[src/rtl/hazard_forward_controller_pkg.sv]
// Shared types and constants for the decode-stage hazard/forwarding controller.
package hazard_pkg;

    typedef enum logic [1:0] {
        FWD_REG = 2'd0,
        FWD_EX  = 2'd1,
        FWD_MEM = 2'd2
    } fwd_sel_t;

    typedef enum logic [1:0] {
        RUN        = 2'd0,
        LOAD_STALL = 2'd1,
        MEM_WAIT   = 2'd2
    } hz_state_t;

    localparam logic [4:0] XZR = 5'd31;

    typedef struct packed {
        logic [4:0] rd;
        logic       reg_write;
        logic       mem_to_reg;
    } stage_t;

    localparam stage_t STAGE_EMPTY = '{rd: 5'd0, reg_write: 1'b0, mem_to_reg: 1'b0};

    // A load still in EX cannot supply data yet, so only a MEM producer can serve that source
    function automatic fwd_sel_t pick_sel(input logic ex_hit, input logic ex_load, input logic mem_hit);
        if (ex_hit && !ex_load) begin
            return FWD_EX;
        end else if (mem_hit) begin
            return FWD_MEM;
        end else begin
            return FWD_REG;
        end
    endfunction

endpackage

[src/rtl/hazard_forward_controller_if.sv]
// Decode-side bundle between the pipeline and the hazard/forwarding controller.
interface hazard_forward_controller_if #(
    parameter int CNT_W = 32
);
    logic [4:0]       Rn_Decode;
    logic [4:0]       Src2_Decode;
    logic             useRn_Decode;
    logic             useSrc2_Decode;
    logic             useWr_Decode;
    logic [4:0]       Rd_Decode;
    logic             RegWrite_Decode;
    logic             MemToReg_Decode;
    logic             BrTaken_Decode;
    logic             memBusy;
    logic [1:0]       forwardingSelA;
    logic [1:0]       forwardingSelB;
    logic [1:0]       forwardingSelWr;
    logic             pcWrite_en;
    logic             fetchRegWrite_en;
    logic             decodeBubble;
    logic             pipeFreeze;
    logic             flushFetch;
    logic [CNT_W-1:0] stallCount;
    logic [CNT_W-1:0] flushCount;

    modport master (
        output Rn_Decode, Src2_Decode, useRn_Decode, useSrc2_Decode, useWr_Decode,
               Rd_Decode, RegWrite_Decode, MemToReg_Decode, BrTaken_Decode, memBusy,
        input  forwardingSelA, forwardingSelB, forwardingSelWr, pcWrite_en,
               fetchRegWrite_en, decodeBubble, pipeFreeze, flushFetch, stallCount, flushCount
    );

    modport slave (
        input  Rn_Decode, Src2_Decode, useRn_Decode, useSrc2_Decode, useWr_Decode,
               Rd_Decode, RegWrite_Decode, MemToReg_Decode, BrTaken_Decode, memBusy,
        output forwardingSelA, forwardingSelB, forwardingSelWr, pcWrite_en,
               fetchRegWrite_en, decodeBubble, pipeFreeze, flushFetch, stallCount, flushCount
    );
endinterface

[src/rtl/hazard_forward_controller_fwd_compare.sv]
// Per-source comparison against the EX/MEM destination shadow: mux select plus load-use hit.
module fwd_compare
    import hazard_pkg::*;
(
    input  logic [4:0] src,
    input  logic       src_used,
    input  stage_t     ex_stage,
    input  stage_t     mem_stage,
    output fwd_sel_t   sel,
    output logic       load_use
);
    logic ex_hit_s;
    logic mem_hit_s;

    // XZR reads as zero, so it never matches a producer
    always_comb begin
        sel       = FWD_REG;
        load_use  = 1'b0;
        ex_hit_s  = ex_stage.reg_write && (ex_stage.rd == src) && (src != XZR);
        mem_hit_s = mem_stage.reg_write && (mem_stage.rd == src) && (src != XZR);
        if (src_used) begin
            sel      = pick_sel(ex_hit_s, ex_stage.mem_to_reg, mem_hit_s);
            load_use = ex_hit_s && ex_stage.mem_to_reg;
        end else begin
            sel      = FWD_REG;
            load_use = 1'b0;
        end
    end
endmodule

[src/rtl/hazard_forward_controller.sv]
// Hazard and forwarding controller for the 5-stage pipeline: forwarding selects,
// load-use bubbles, memory-wait freeze, branch fetch flush and saturating counters.
module hazard_forward_controller
    import hazard_pkg::*;
#(
    parameter bit BR_DELAY_SLOT = 1'b1,
    parameter int CNT_W         = 32
) (
    input logic                        clk,
    input logic                        reset,
    hazard_forward_controller_if.slave hz
);
    localparam logic [CNT_W-1:0] CNT_MAX_C = {CNT_W{1'b1}};
    localparam logic [CNT_W-1:0] CNT_ONE_C = {{(CNT_W-1){1'b0}}, 1'b1};

    stage_t           ex_r, mem_r, dec_s;
    hz_state_t        state_r, next_state_s;
    fwd_sel_t         sel_a_s, sel_b_s, sel_wr_s;
    logic             lu_a_s, lu_b_s, lu_wr_s, load_use_s;
    logic             pc_en_s, fetch_en_s, bubble_s, freeze_s, flush_s;
    logic [CNT_W-1:0] stall_cnt_r, flush_cnt_r;

    assign dec_s = '{rd: hz.Rd_Decode, reg_write: hz.RegWrite_Decode, mem_to_reg: hz.MemToReg_Decode};

    fwd_compare u_cmp_a (.src(hz.Rn_Decode), .src_used(hz.useRn_Decode), .ex_stage(ex_r),
                         .mem_stage(mem_r), .sel(sel_a_s), .load_use(lu_a_s));
    fwd_compare u_cmp_b (.src(hz.Src2_Decode), .src_used(hz.useSrc2_Decode), .ex_stage(ex_r),
                         .mem_stage(mem_r), .sel(sel_b_s), .load_use(lu_b_s));
    fwd_compare u_cmp_wr (.src(hz.Src2_Decode), .src_used(hz.useWr_Decode), .ex_stage(ex_r),
                          .mem_stage(mem_r), .sel(sel_wr_s), .load_use(lu_wr_s));

    assign load_use_s = lu_a_s | lu_b_s | lu_wr_s;

    // Next state: memory wait outranks load-use; a bubble just entered EX so a stall never repeats
    always_comb begin
        next_state_s = RUN;
        case (state_r)
            LOAD_STALL: begin
                if (hz.memBusy) next_state_s = MEM_WAIT;
                else            next_state_s = RUN;
            end
            RUN, MEM_WAIT: begin
                if (hz.memBusy)       next_state_s = MEM_WAIT;
                else if (load_use_s)  next_state_s = LOAD_STALL;
                else                  next_state_s = RUN;
            end
            default: next_state_s = RUN;
        endcase
    end

    // Pipeline controls follow this cycle's classification; held benign while reset is asserted
    always_comb begin
        pc_en_s    = 1'b1;
        fetch_en_s = 1'b1;
        bubble_s   = 1'b0;
        freeze_s   = 1'b0;
        flush_s    = 1'b0;
        if (reset) begin
            flush_s = !BR_DELAY_SLOT && hz.BrTaken_Decode && !load_use_s && !hz.memBusy;
            case (next_state_s)
                MEM_WAIT: begin
                    pc_en_s    = 1'b0;
                    fetch_en_s = 1'b0;
                    freeze_s   = 1'b1;
                end
                LOAD_STALL: begin
                    pc_en_s    = 1'b0;
                    fetch_en_s = 1'b0;
                    bubble_s   = 1'b1;
                end
                default: begin
                    pc_en_s    = 1'b1;
                    fetch_en_s = 1'b1;
                end
            endcase
        end else begin
            flush_s = 1'b0;
        end
    end

    // State register and EX/MEM destination shadow
    always_ff @(posedge clk or negedge reset) begin
        if (!reset) begin
            state_r <= RUN;
            ex_r    <= STAGE_EMPTY;
            mem_r   <= STAGE_EMPTY;
        end else begin
            state_r <= next_state_s;
            case (next_state_s)
                RUN: begin
                    ex_r  <= dec_s;
                    mem_r <= ex_r;
                end
                LOAD_STALL: begin
                    ex_r  <= STAGE_EMPTY;
                    mem_r <= ex_r;
                end
                default: begin
                    ex_r  <= ex_r;
                    mem_r <= mem_r;
                end
            endcase
        end
    end

    // Saturating stall and flush counters
    always_ff @(posedge clk or negedge reset) begin
        if (!reset) begin
            stall_cnt_r <= {CNT_W{1'b0}};
            flush_cnt_r <= {CNT_W{1'b0}};
        end else begin
            if ((load_use_s || hz.memBusy) && (stall_cnt_r != CNT_MAX_C)) begin
                stall_cnt_r <= stall_cnt_r + CNT_ONE_C;
            end
            if (flush_s && (flush_cnt_r != CNT_MAX_C)) begin
                flush_cnt_r <= flush_cnt_r + CNT_ONE_C;
            end
        end
    end

    assign hz.forwardingSelA   = sel_a_s;
    assign hz.forwardingSelB   = sel_b_s;
    assign hz.forwardingSelWr  = sel_wr_s;
    assign hz.pcWrite_en       = pc_en_s;
    assign hz.fetchRegWrite_en = fetch_en_s;
    assign hz.decodeBubble     = bubble_s;
    assign hz.pipeFreeze       = freeze_s;
    assign hz.flushFetch       = flush_s;
    assign hz.stallCount       = stall_cnt_r;
    assign hz.flushCount       = flush_cnt_r;
endmodule

[src/flat_wrapper.sv]
// flat-port wrapper written by rule: the top's interface ports become plain ports
module hazard_forward_controller_flat import hazard_pkg::*;
#(
    parameter bit BR_DELAY_SLOT = 1'b1,
    parameter int CNT_W         = 32
)
  (clk, reset, hz_Rn_Decode, hz_Src2_Decode, hz_useRn_Decode, hz_useSrc2_Decode, hz_useWr_Decode, hz_Rd_Decode, hz_RegWrite_Decode, hz_MemToReg_Decode, hz_BrTaken_Decode, hz_memBusy, hz_forwardingSelA, hz_forwardingSelB, hz_forwardingSelWr, hz_pcWrite_en, hz_fetchRegWrite_en, hz_decodeBubble, hz_pipeFreeze, hz_flushFetch, hz_stallCount, hz_flushCount);
  hazard_forward_controller_if #(.CNT_W(CNT_W)) hz_i ();
  input logic clk;
  input logic reset;
  input wire logic [$bits(hz_i.Rn_Decode)-1:0] hz_Rn_Decode;
  input wire logic [$bits(hz_i.Src2_Decode)-1:0] hz_Src2_Decode;
  input wire logic [$bits(hz_i.useRn_Decode)-1:0] hz_useRn_Decode;
  input wire logic [$bits(hz_i.useSrc2_Decode)-1:0] hz_useSrc2_Decode;
  input wire logic [$bits(hz_i.useWr_Decode)-1:0] hz_useWr_Decode;
  input wire logic [$bits(hz_i.Rd_Decode)-1:0] hz_Rd_Decode;
  input wire logic [$bits(hz_i.RegWrite_Decode)-1:0] hz_RegWrite_Decode;
  input wire logic [$bits(hz_i.MemToReg_Decode)-1:0] hz_MemToReg_Decode;
  input wire logic [$bits(hz_i.BrTaken_Decode)-1:0] hz_BrTaken_Decode;
  input wire logic [$bits(hz_i.memBusy)-1:0] hz_memBusy;
  output wire logic [$bits(hz_i.forwardingSelA)-1:0] hz_forwardingSelA;
  output wire logic [$bits(hz_i.forwardingSelB)-1:0] hz_forwardingSelB;
  output wire logic [$bits(hz_i.forwardingSelWr)-1:0] hz_forwardingSelWr;
  output wire logic [$bits(hz_i.pcWrite_en)-1:0] hz_pcWrite_en;
  output wire logic [$bits(hz_i.fetchRegWrite_en)-1:0] hz_fetchRegWrite_en;
  output wire logic [$bits(hz_i.decodeBubble)-1:0] hz_decodeBubble;
  output wire logic [$bits(hz_i.pipeFreeze)-1:0] hz_pipeFreeze;
  output wire logic [$bits(hz_i.flushFetch)-1:0] hz_flushFetch;
  output wire logic [$bits(hz_i.stallCount)-1:0] hz_stallCount;
  output wire logic [$bits(hz_i.flushCount)-1:0] hz_flushCount;
  assign hz_i.Rn_Decode = hz_Rn_Decode;
  assign hz_i.Src2_Decode = hz_Src2_Decode;
  assign hz_i.useRn_Decode = hz_useRn_Decode;
  assign hz_i.useSrc2_Decode = hz_useSrc2_Decode;
  assign hz_i.useWr_Decode = hz_useWr_Decode;
  assign hz_i.Rd_Decode = hz_Rd_Decode;
  assign hz_i.RegWrite_Decode = hz_RegWrite_Decode;
  assign hz_i.MemToReg_Decode = hz_MemToReg_Decode;
  assign hz_i.BrTaken_Decode = hz_BrTaken_Decode;
  assign hz_i.memBusy = hz_memBusy;
  assign hz_forwardingSelA = hz_i.forwardingSelA;
  assign hz_forwardingSelB = hz_i.forwardingSelB;
  assign hz_forwardingSelWr = hz_i.forwardingSelWr;
  assign hz_pcWrite_en = hz_i.pcWrite_en;
  assign hz_fetchRegWrite_en = hz_i.fetchRegWrite_en;
  assign hz_decodeBubble = hz_i.decodeBubble;
  assign hz_pipeFreeze = hz_i.pipeFreeze;
  assign hz_flushFetch = hz_i.flushFetch;
  assign hz_stallCount = hz_i.stallCount;
  assign hz_flushCount = hz_i.flushCount;
  hazard_forward_controller #(.BR_DELAY_SLOT(BR_DELAY_SLOT), .CNT_W(CNT_W)) u_core (.clk(clk), .reset(reset), .hz(hz_i));
endmodule
[config.mk]
export PLATFORM = sky130hd
export DESIGN_NAME = hazard_forward_controller_flat
export DESIGN_NICKNAME = d
export VERILOG_FILES = /design/src/rtl/hazard_forward_controller_pkg.sv /design/src/rtl/hazard_forward_controller_if.sv /design/src/rtl/hazard_forward_controller_fwd_compare.sv /design/src/rtl/hazard_forward_controller.sv /design/src/flat_wrapper.sv
export SDC_FILE = /design/constraint.sdc
export NUM_CORES = 1
export LEC_CHECK = 0
export CAP_MARGIN = 15
export CORE_ASPECT_RATIO = 2
export CORE_MARGIN = 10
export CORE_UTILIZATION = 46
export CTS_CLUSTER_SIZE = 12
export DETAILED_ROUTE_END_ITERATION = 16
export GPL_TIMING_DRIVEN = 0
export PLACE_DENSITY = 0.82
export SYNTH_ARGS = -nofsm -noshare
export SYNTH_HDL_FRONTEND = slang
export SYNTH_SLANG_ARGS = --single-unit
[constraint.sdc]
create_clock -name clk -period 3.9 [get_ports clk]
set_input_delay 0.78 -clock clk [delete_from_list [all_inputs] [get_ports clk]]
set_output_delay 0.78 -clock clk [all_outputs]
set_load 0.01 [all_outputs]
==> results_dict.tcl <==
set metrics [dict create \
    finish.instance_area_sq_mm 0.00387 \
    place_inst 446 \
    gp_congestion 0.858 \
    drive_above_1_share_pct 15.3 \
    cp.arrival_ns 2.93 \
    wire_per_inst_microns 17.3 \
    grt_pass1_wl_mm 12.3 \
    coreArea_sq_mm 0.00601 \
    worstHoldPathType "in -> async" \
    drt_wl_total_mm 7.89 \
    synth_seq_cells 47 \
    mostFrequentLayoutCells "clkdlybuf4s50_1, dfrtp_1, xnor2_1" \
    critPathMaxFanout 10 \
    fp-row-count 40 \
    syn_inst 286 \
    syn_avg_cell_area_sq_um 9.86 \
    overflow 0 \
    clk_pin_slew_ns 0.06 \
    synth_area_sq_mm 0.00282 \
    initial_core_util_pct 46.9 \
    yosys_warnings 0 \
    p_total_mw 1.42 \
    worstRegToRegCells 11 \
    routed-via-count 2353 \
    hold_slack_ns 0.454 \
    final_util_pct 64.4 \
    cts_tree "yes" \
    worst_setup_path_start_kind "input port" \
    postCtsHoldBufs 0 \
    final_cells 455 \
    leakage_nw 1.76 \
    rsz0062_at_grt "false" \
    hold_viol_final 0 \
    dieArea_sq_mm 0.00985 \
    drv_cap 0 \
    die_y_microns 131 \
    ys_seq_area_share_pct 41.7 \
    skew_ns 0.00321 \
    die_x_microns 75.4 \
    cts_buffer_depth 2 \
    drt_first_pass_iters 4 \
    fmaxAchievable_mhz 270 \
    fin_nets 419 \
    grt_usage_pct 16.2 \
    finalSetupViolations 0 \
    clk_latency_ns 0.29 \
    post_dp_cell_area_sq_mm 0.00367 \
    viasPerCell 5.17 \
    grt_pass1_vias 2513 \
    layout.cells.most_common "clkdlybuf4s50_1" \
    worst_setup_path_end_kind "output port" \
    power_density_mw_per_mm2 368 \
    numCtsBuffers 5 \
    io_pins 99 \
    path_class "in -> out" \
    cp.required_ns 3.12 \
    dr.first_iter.drc_count 80 \
    vdd_drop_max_mv 0.483 \
    hpwl_mm 6.24 \
    ant_nets 0 \
    status "complete, no violations" \
    report.final.slew_viol_count 0 \
    grt_max_degree 32 \
    period_share_pct 95.0 \
    maxSlewHeadroom_pct 55.5 \
    ys_types 36 \
    antenna_found_initial 0 \
    io_buffer_count 64 \
    min_period_ns 3.71 \
    ctsRootBufferMaster "clkbuf_16" \
    h-tree-depth 2 \
    tightestPinTransition_ns 0.662 \
    cts_sinks 47 \
    areaGrowthSynthToFinish_pct 37.2 \
    drc 0 \
    diodes 0 \
]
==> metal layers <==
layer	part of all wire, %	GRT usage (%)	up-vias
met5	0	0	-
met4	4.1	7.70	0
met3	8.0	4.53	24
met2	55	31.0	90
met1	33	14.7	1113
li1	-	-	1126
==> flip-flops by register name (all words and copies together), names as in the netlist <==
name	count
u_core.mem_r	6
u_core.ex_r	7
u_core.hz.stallCount	32
u_core.state_r	2
==> stage by stage <==
| step | worst slack [ns] | TNS, ns |
|---|---|---|
| after floorplan | 0.685 | 0 |
| after global placement | -0.689 | -4.19 |
| after detailed placement | -0.681 | -4.21 |
| after CTS | 0.0661 | 0 |
| after global routing | 0.0521 | 0 |
| final | 0.195 | 0 |
==> critical path, cell delays in order <==
cell	delay, ns
dlygate4sd2_1	0.30
xor2_1	0.20
nor3_2	0.23
and3_1	0.20
o2111a_1	0.22
clkbuf_8	0.18
inv_1	0.06
ha_1	0.29
nand2_1	0.06
buf_4	0.13
dlygate4sd2_1	0.27
==> logic make-up after synthesis <==
family / count (synthesis) / share of synthesized area [%]
xor+xnor: 51 / 15.8
simple gates: 118 / 23.3
mux: 14 / 5.41
fa+ha+maj: 3 / 1.33
buf+inv: 45 / 10.5
compound gates: 7 / 1.73
flops: 47 / 41.7
other cells: 1 / 0.133
==> worst paths after layout <==
path / slack [ns] / end / start
min: 0.45 / u_core.hz.stallCount[9]$_DFFE_PN0P_ / reset
min reg2reg: 0.49 / u_core.hz.stallCount[16]$_DFFE_PN0P_ / u_core.hz.stallCount[16]$_DFFE_PN0P_
max: 0.19 / hz_pcWrite_en / hz_Rn_Decode[0]
max reg2reg: 0.84 / u_core.mem_r[4]$_DFFE_PN0P_ / u_core.ex_r[4]$_DFFE_PN0P_
min in group clk: 0.49 / u_core.hz.stallCount[16]$_DFFE_PN0P_ / u_core.hz.stallCount[16]$_DFFE_PN0P_
max in group asynchronous: 2.93 / u_core.ex_r[3]$_DFFE_PN0P_ / reset
==> synthesized netlist by cell type <==
library cell	instances	area (sq um)
o211ai_1	1	7.51
buf_1	3	11.3
nor3_2	1	10.0
xnor2_1	38	333
nor2b_1	1	6.26
o2111a_1	1	11.3
dfrtp_1	47	1180
clkbuf_1	4	15.0
nand2_1	19	71.3
nor4_1	5	31.3
mux2_2	6	67.6
ha_1	3	37.5
nor4_4	1	21.3
nor2_1	15	56.3
nand3b_1	1	7.51
a21oi_1	2	10.0
inv_1	4	15.0
or3_1	4	25.0
nor3_1	7	35.0
and3_1	11	68.8
and2_1	11	68.8
mux2_4	1	15.0
nand3_1	19	95.1
nor3b_1	1	7.51
and2_4	1	8.76
and4_1	4	35.0
nor2_2	1	6.26
a211oi_1	1	7.51
a21o_1	1	7.51
conb_1	1	3.75
nand4b_1	1	8.76
xor2_1	13	114
nand4_1	15	93.8
o21ai_0	1	5.00
buf_4	34	255
mux2i_1	7	70.1
==> power breakdown <==
group          leakage [nW]  switching [mW]  internal (mW)
Sequential            0.609          0.0652          0.540
Clock                0.0769           0.168          0.299
Combinational          1.08           0.166          0.186
==> what timing repair did <==
action,in CTS,in global routing
resized for setup,18,2
buffers inserted,0,2
endpoints found under the setup margin,10,2
pin swaps,5,2
==> layout make-up <==
class,instances,area [sq um]
clock inverters,1,30.0
repair buffers,67,662
well taps,63,78.8
flip-flops and latches,47,1180
multi-input cells,226,1490
fillers,518,2140
plain buffers,41,292
inverters,4,15.0
clock buffers,6,129
Note: power is estimated with default switching activity, not from simulation.
==> RTL edit 1 (same settings) <==
`BR_DELAY_SLOT` is set to 1'b1 in 2 places; all go to 1'b0.
--- a/src/rtl/hazard_forward_controller.sv
+++ b/src/rtl/hazard_forward_controller.sv
@@ -3,7 +3,7 @@
 module hazard_forward_controller
     import hazard_pkg::*;
 #(
-    parameter bit BR_DELAY_SLOT = 1'b1,
+    parameter bit BR_DELAY_SLOT = 1'b0,
     parameter int CNT_W         = 32
 ) (
     input logic                        clk,
--- a/src/flat_wrapper.sv
+++ b/src/flat_wrapper.sv
@@ -1,7 +1,7 @@
 // flat-port wrapper written by rule: the top's interface ports become plain ports
 module hazard_forward_controller_flat import hazard_pkg::*;
 #(
-    parameter bit BR_DELAY_SLOT = 1'b1,
+    parameter bit BR_DELAY_SLOT = 1'b0,
     parameter int CNT_W         = 32
 )
   (clk, reset, hz_Rn_Decode, hz_Src2_Decode, hz_useRn_Decode, hz_useSrc2_Decode, hz_useWr_Decode, hz_Rd_Decode, hz_RegWrite_Decode, hz_MemToReg_Decode, hz_BrTaken_Decode, hz_memBusy, hz_forwardingSelA, hz_forwardingSelB, hz_forwardingSelWr, hz_pcWrite_en, hz_fetchRegWrite_en, hz_decodeBubble, hz_pipeFreeze, hz_flushFetch, hz_stallCount, hz_flushCount);
Behaviour: not the same (Yosys sat finds a counterexample within 4 cycles, from zero or initial values and one cycle with reset low).
==> RTL edit 1 against the unedited design <==
Sequential share of layout area up 6.1 points. Worst setup slack worse by 0.038 ns. Cell area up 40%. Routed wire length up 36%. Sequential power up 67%. First-iteration DRC count up 75%. Power up 50%. Critical path depth unchanged. Sequential cell count up 32. Global-route usage up 0.51 points. Synthesized area up 42%. Via count up 42%. Largest power group unchanged.
==> RTL edit 1: results (changes against the unedited design) <==
[run_status]
outcome = complete, no violations

[clock_network]
root_buffer = clkbuf_16
cts_setup_buffers = 2  ; +2
cts-resized-gates = 17  ; -1
htreeDepth = 3  ; +1
clk_latency_ns = 0.33  ; +0.04 ns
cts_made_buffers = 9  ; +4

[setup_path]
reg2reg_depth = 10  ; -1
cp_slowest_stage_delay_ns = 0.28  ; -0.02 ns
r2r_start = u_core.ex_r[6]
cp_slowest_cell = ha_1
worstPathMaxFanout = 3  ; -7
cp.arrival_ns = 2.96  ; +0.03 ns
critical_path.startpoint = hz_Src2_Decode[3]

[place]
dp_cells = 583  ; +31%
finalWeightedCongestion = 0.919  ; +7.2%
portBuffers = 97  ; +52%
dp_slack_ns = -1.18  ; -0.504 ns
place_area_um2 = 5110  ; +39%

[timing]
whs_ns = 0.298  ; -0.156 ns
worst_pin_slew_ns = 0.909  ; +0.247 ns
skew_ns = 0.00708  ; +0.00387 ns

[detailed_routing]
routed_wl_um = 10700  ; +36%
dr_total_vias = 3349  ; +42%
drtIter0Drc = 140  ; +75%

[cells_and_area]
layout-drive-gt1-share_pct = 8.00  ; -7.3 points
fin_nets = 525  ; +25%
fill_cells = 706  ; +36%
instances_no_fill = 600  ; +32%

[synthesis]
syn_avg_cell_area_um2 = 10.4  ; +5.2%
ys_seq_area_share_pct = 49.5  ; +7.8 points
synth_cell_types = 37  ; +2.8%
yosys-top-cells-area = dfrtp_1, xor2_1, xnor2_1
yosys-top-cells-count = dfrtp_1, xor2_1, xnor2_1

[global_route]
grt_usage_pct = 16.7  ; +0.51 points
grt_first_pass_wirelength_um = 17500  ; +42%

[power_and_ir_drop]
p_leak_nw = 2.43  ; +38%
ir_worst_vdd_uv = 287  ; -41%

## RTL edit 1: worst max-delay path by stage
stage	end	slack (ns)
final	hz_pcWrite_en	0.16
after global routing	hz_pcWrite_en	0.03
after floorplan	hz_pcWrite_en	0.32
after CTS	hz_pcWrite_en	-0.03
after detailed placement	hz_pcWrite_en	-1.18
after global placement	hz_flushFetch	-2.08
## RTL edit 1: cell type report
cell class,instances,area [µm²],area share (%)
well taps,100,125,2.31
multi-input cells,285,1950,35.9
plain buffers,9,60.1,1.11
clock inverters,2,10.0,0.185
clock buffers,12,236,4.36
flip-flops and latches,79,1980,36.5
inverters,11,41.3,0.762
repair buffers,102,1020,18.9
## RTL edit 1: kinds of logic (layout without fill, tap and decap cells)
group	count (synthesis)	after routing	share of synthesized area, %
simple gates	178	178	23.2
xor+xnor	82	82	18.0
flops	79	79	49.5
buf+inv	21	136	2.63
mux	13	13	3.45
compound gates	8	8	1.94
fa+ha+maj	4	4	1.25
## RTL edit 1: per-layer routing
layer / up-vias / GRT usage [%] / part of all wire (%)
li1: 1556 / - / -
met1: 1647 / 16.2 / 35
met2: 113 / 29.8 / 55
met3: 33 / 4.98 / 5.8
met4: 0 / 10.6 / 4.2
met5: - / 0 / 0
## RTL edit 1: where the power goes
part           switching [W]  total (W)  internal, W
registers           0.000110    0.00101     0.000902
clock network       0.000297   0.000719     0.000422
logic               0.000180   0.000411     0.000231
## RTL edit 1: worst reg2reg max path, cell delays in order, from the launching register on
cell       delay [ns]
dfrtp_1          0.44
xor2_1           0.20
nor3_2           0.24
o2111ai_2        0.18
a21boi_4         0.20
nor3b_4          0.25
inv_1            0.09
ha_1             0.18
buf_1            0.27
nor2_1           0.52
mux2_2           0.40
==> RTL edit 2 (same flow settings) <==
Made on the original files. Encoding of `hz_state_t`: now one-hot (3 bits for 3 states).
--- a/src/rtl/hazard_forward_controller_pkg.sv
+++ b/src/rtl/hazard_forward_controller_pkg.sv
@@ -7,10 +7,10 @@
         FWD_MEM = 2'd2
     } fwd_sel_t;
 
-    typedef enum logic [1:0] {
-        RUN        = 2'd0,
-        LOAD_STALL = 2'd1,
-        MEM_WAIT   = 2'd2
+    typedef enum logic [2:0] {
+        RUN        = 3'b001,
+        LOAD_STALL = 3'b010,
+        MEM_WAIT   = 3'b100
     } hz_state_t;
 
     localparam logic [4:0] XZR = 5'd31;
Behaviour: no difference found for any inputs over 10 cycles, from zero or initial values and one cycle with reset low; not proved beyond that.
==> RTL edit 2 against the unedited design <==
Sequential cell count is 1 higher. Routed wire length shrank 6.6%. Sequential power up 6.8%. Cell area is 1.1% lower. Synthesized area fell by 2.9%. Power grew 4.6%. Die area is 2.3% lower. Worst setup slack got worse by 0.16 ns. Highest routed layer unchanged.
==> RTL edit 2: results (changes against the unedited design) <==
[place]
hpwl_um = 5800  ; -7.1%
finalWeightedCongestion = 0.921  ; +7.4%
dp_slack_ns = -0.553  ; +0.129 ns
place_area_um2 = 3590  ; -2.3%
portBuffers = 64  ; unchanged

[setup_path]
critical_path.startpoint = hz_Src2_Decode[0]
cp_slowest_cell = clkdlybuf4s50_1
cp_slowest_stage_delay_ns = 0.50  ; +0.20 ns
worstPathMaxFanout = 9  ; -1

[global_route]
grt_pass1_vias = 2340  ; -6.9%
grt_usage_pct = 15.4  ; -0.79 points
grt_max_degree = 28  ; -13%
grt_first_pass_wirelength_um = 11700  ; -5.2%

[power_and_ir_drop]
ir_worst_vdd_uv = 408  ; -16%
p_sw_w = 0.000471  ; +18%
p_leak_nw = 1.80  ; +2.5%

[timing]
worst_pin_slew_ns = 0.674  ; +0.0126 ns
skew_ns = 0.00362  ; +0.000410 ns

[clock_network]
cts_made_buffers = 5  ; unchanged
root_buffer = clkbuf_16

[synthesis]
ys_seq_area_share_pct = 43.9  ; +2.2 points
yosys-top-cells-area = dfrtp_1, xnor2_1, buf_4
synth_cell_types = 38  ; +5.6%
yosys-top-cells-count = dfrtp_1, buf_4, xnor2_1

[run_status]
outcome = complete, no violations

[detailed_routing]
drtIter0Drc = 84  ; +5.0%
post_drt_wl_per_cell_um = 16.7  ; -3.8%

[cells_and_area]
fin_nets = 405  ; -3.3%
diodes = 0  ; unchanged
layout-drive-gt1-share_pct = 17.3  ; +2.0 points

[worst_hold_path]
hp-class = reg -> reg

==> RTL edit 2: routing by layer <==
layer | global-route usage, % | up-vias | part of all wire [%]
li1 | - | 1080 | -
met1 | 14.9 | 1068 | 34
met2 | 28.7 | 79 | 55
met3 | 4.66 | 12 | 8.5
met4 | 6.73 | 0 | 2.6
met5 | 0 | - | 0
==> RTL edit 2: per-stage QoR <==
stage / instances / hold slack [ns]
floorplan: 304 / 0.461
global route: 442 / 0.509
CTS: 440 / 0.497
finish: 442 / 0.492
global placement: 429 / 0.479
detailed placement: 430 / 0.480
==> RTL edit 2: cell families (layout without fill, tap and decap cells) <==
| family | after synthesis | count (layout) | synth area share, % |
|---|---|---|---|
| AOI/OAI and AO/OA | 16 | 16 | 4.94 |
| xor gates and xnor gates | 53 | 53 | 17.0 |
| adders and majority gates | 1 | 1 | 0.457 |
| buffers and inverters | 45 | 122 | 11.4 |
| DFF | 48 | 48 | 43.9 |
| muxes | 1 | 1 | 0.411 |
| other | 1 | 33 | 0.137 |
| and+or+nand+nor | 107 | 107 | 21.8 |
==> RTL edit 2: layout make-up <==
cell class / instances / area [µm²]
plain buffers: 42 / 300
clock buffers: 5 / 125
clock inverters: 3 / 18.8
fillers: 479 / 1930
inverters: 3 / 11.3
multi-input cells: 211 / 1400
flip-flops and latches: 48 / 1200
well taps: 61 / 76.3
repair buffers: 69 / 688
==> RTL edit 2: power groups by stage <==
stage,Sequential (W),Clock [W],Combinational [W]
2_1_floorplan,0.000648,0,0.000233
3_3_place_gp,0.000651,0,0.000390
3_5_place_dp,0.000654,0,0.000402
4_1_cts,0.000647,0.000425,0.000424
5_1_grt,0.000659,0.000446,0.000475
6_report,0.000646,0.000413,0.000430
==> RTL edit 2: what timing repair did <==
item                                    in CTS  in global routing
pin swaps                                    4                  6
hold buffers                                 0                  0
gates resized for setup                     15                  8
endpoints found under the setup margin       3                  2
buffers inserted                             2                  2
==> RTL edit 2: worst paths after layout <==
check                                            to  slack, ns  depth (start not counted)
max                                   hz_pcWrite_en       0.04                         10
min                        u_core.hz.stallCount[31]       0.49                          1
max reg2reg                u_core.hz.stallCount[16]       1.57                          8
min reg2reg                u_core.hz.stallCount[31]       0.49                          1
max in group asynchronous  u_core.hz.stallCount[30]       2.83                          2
min in group asynchronous  u_core.hz.stallCount[17]       0.52                          1
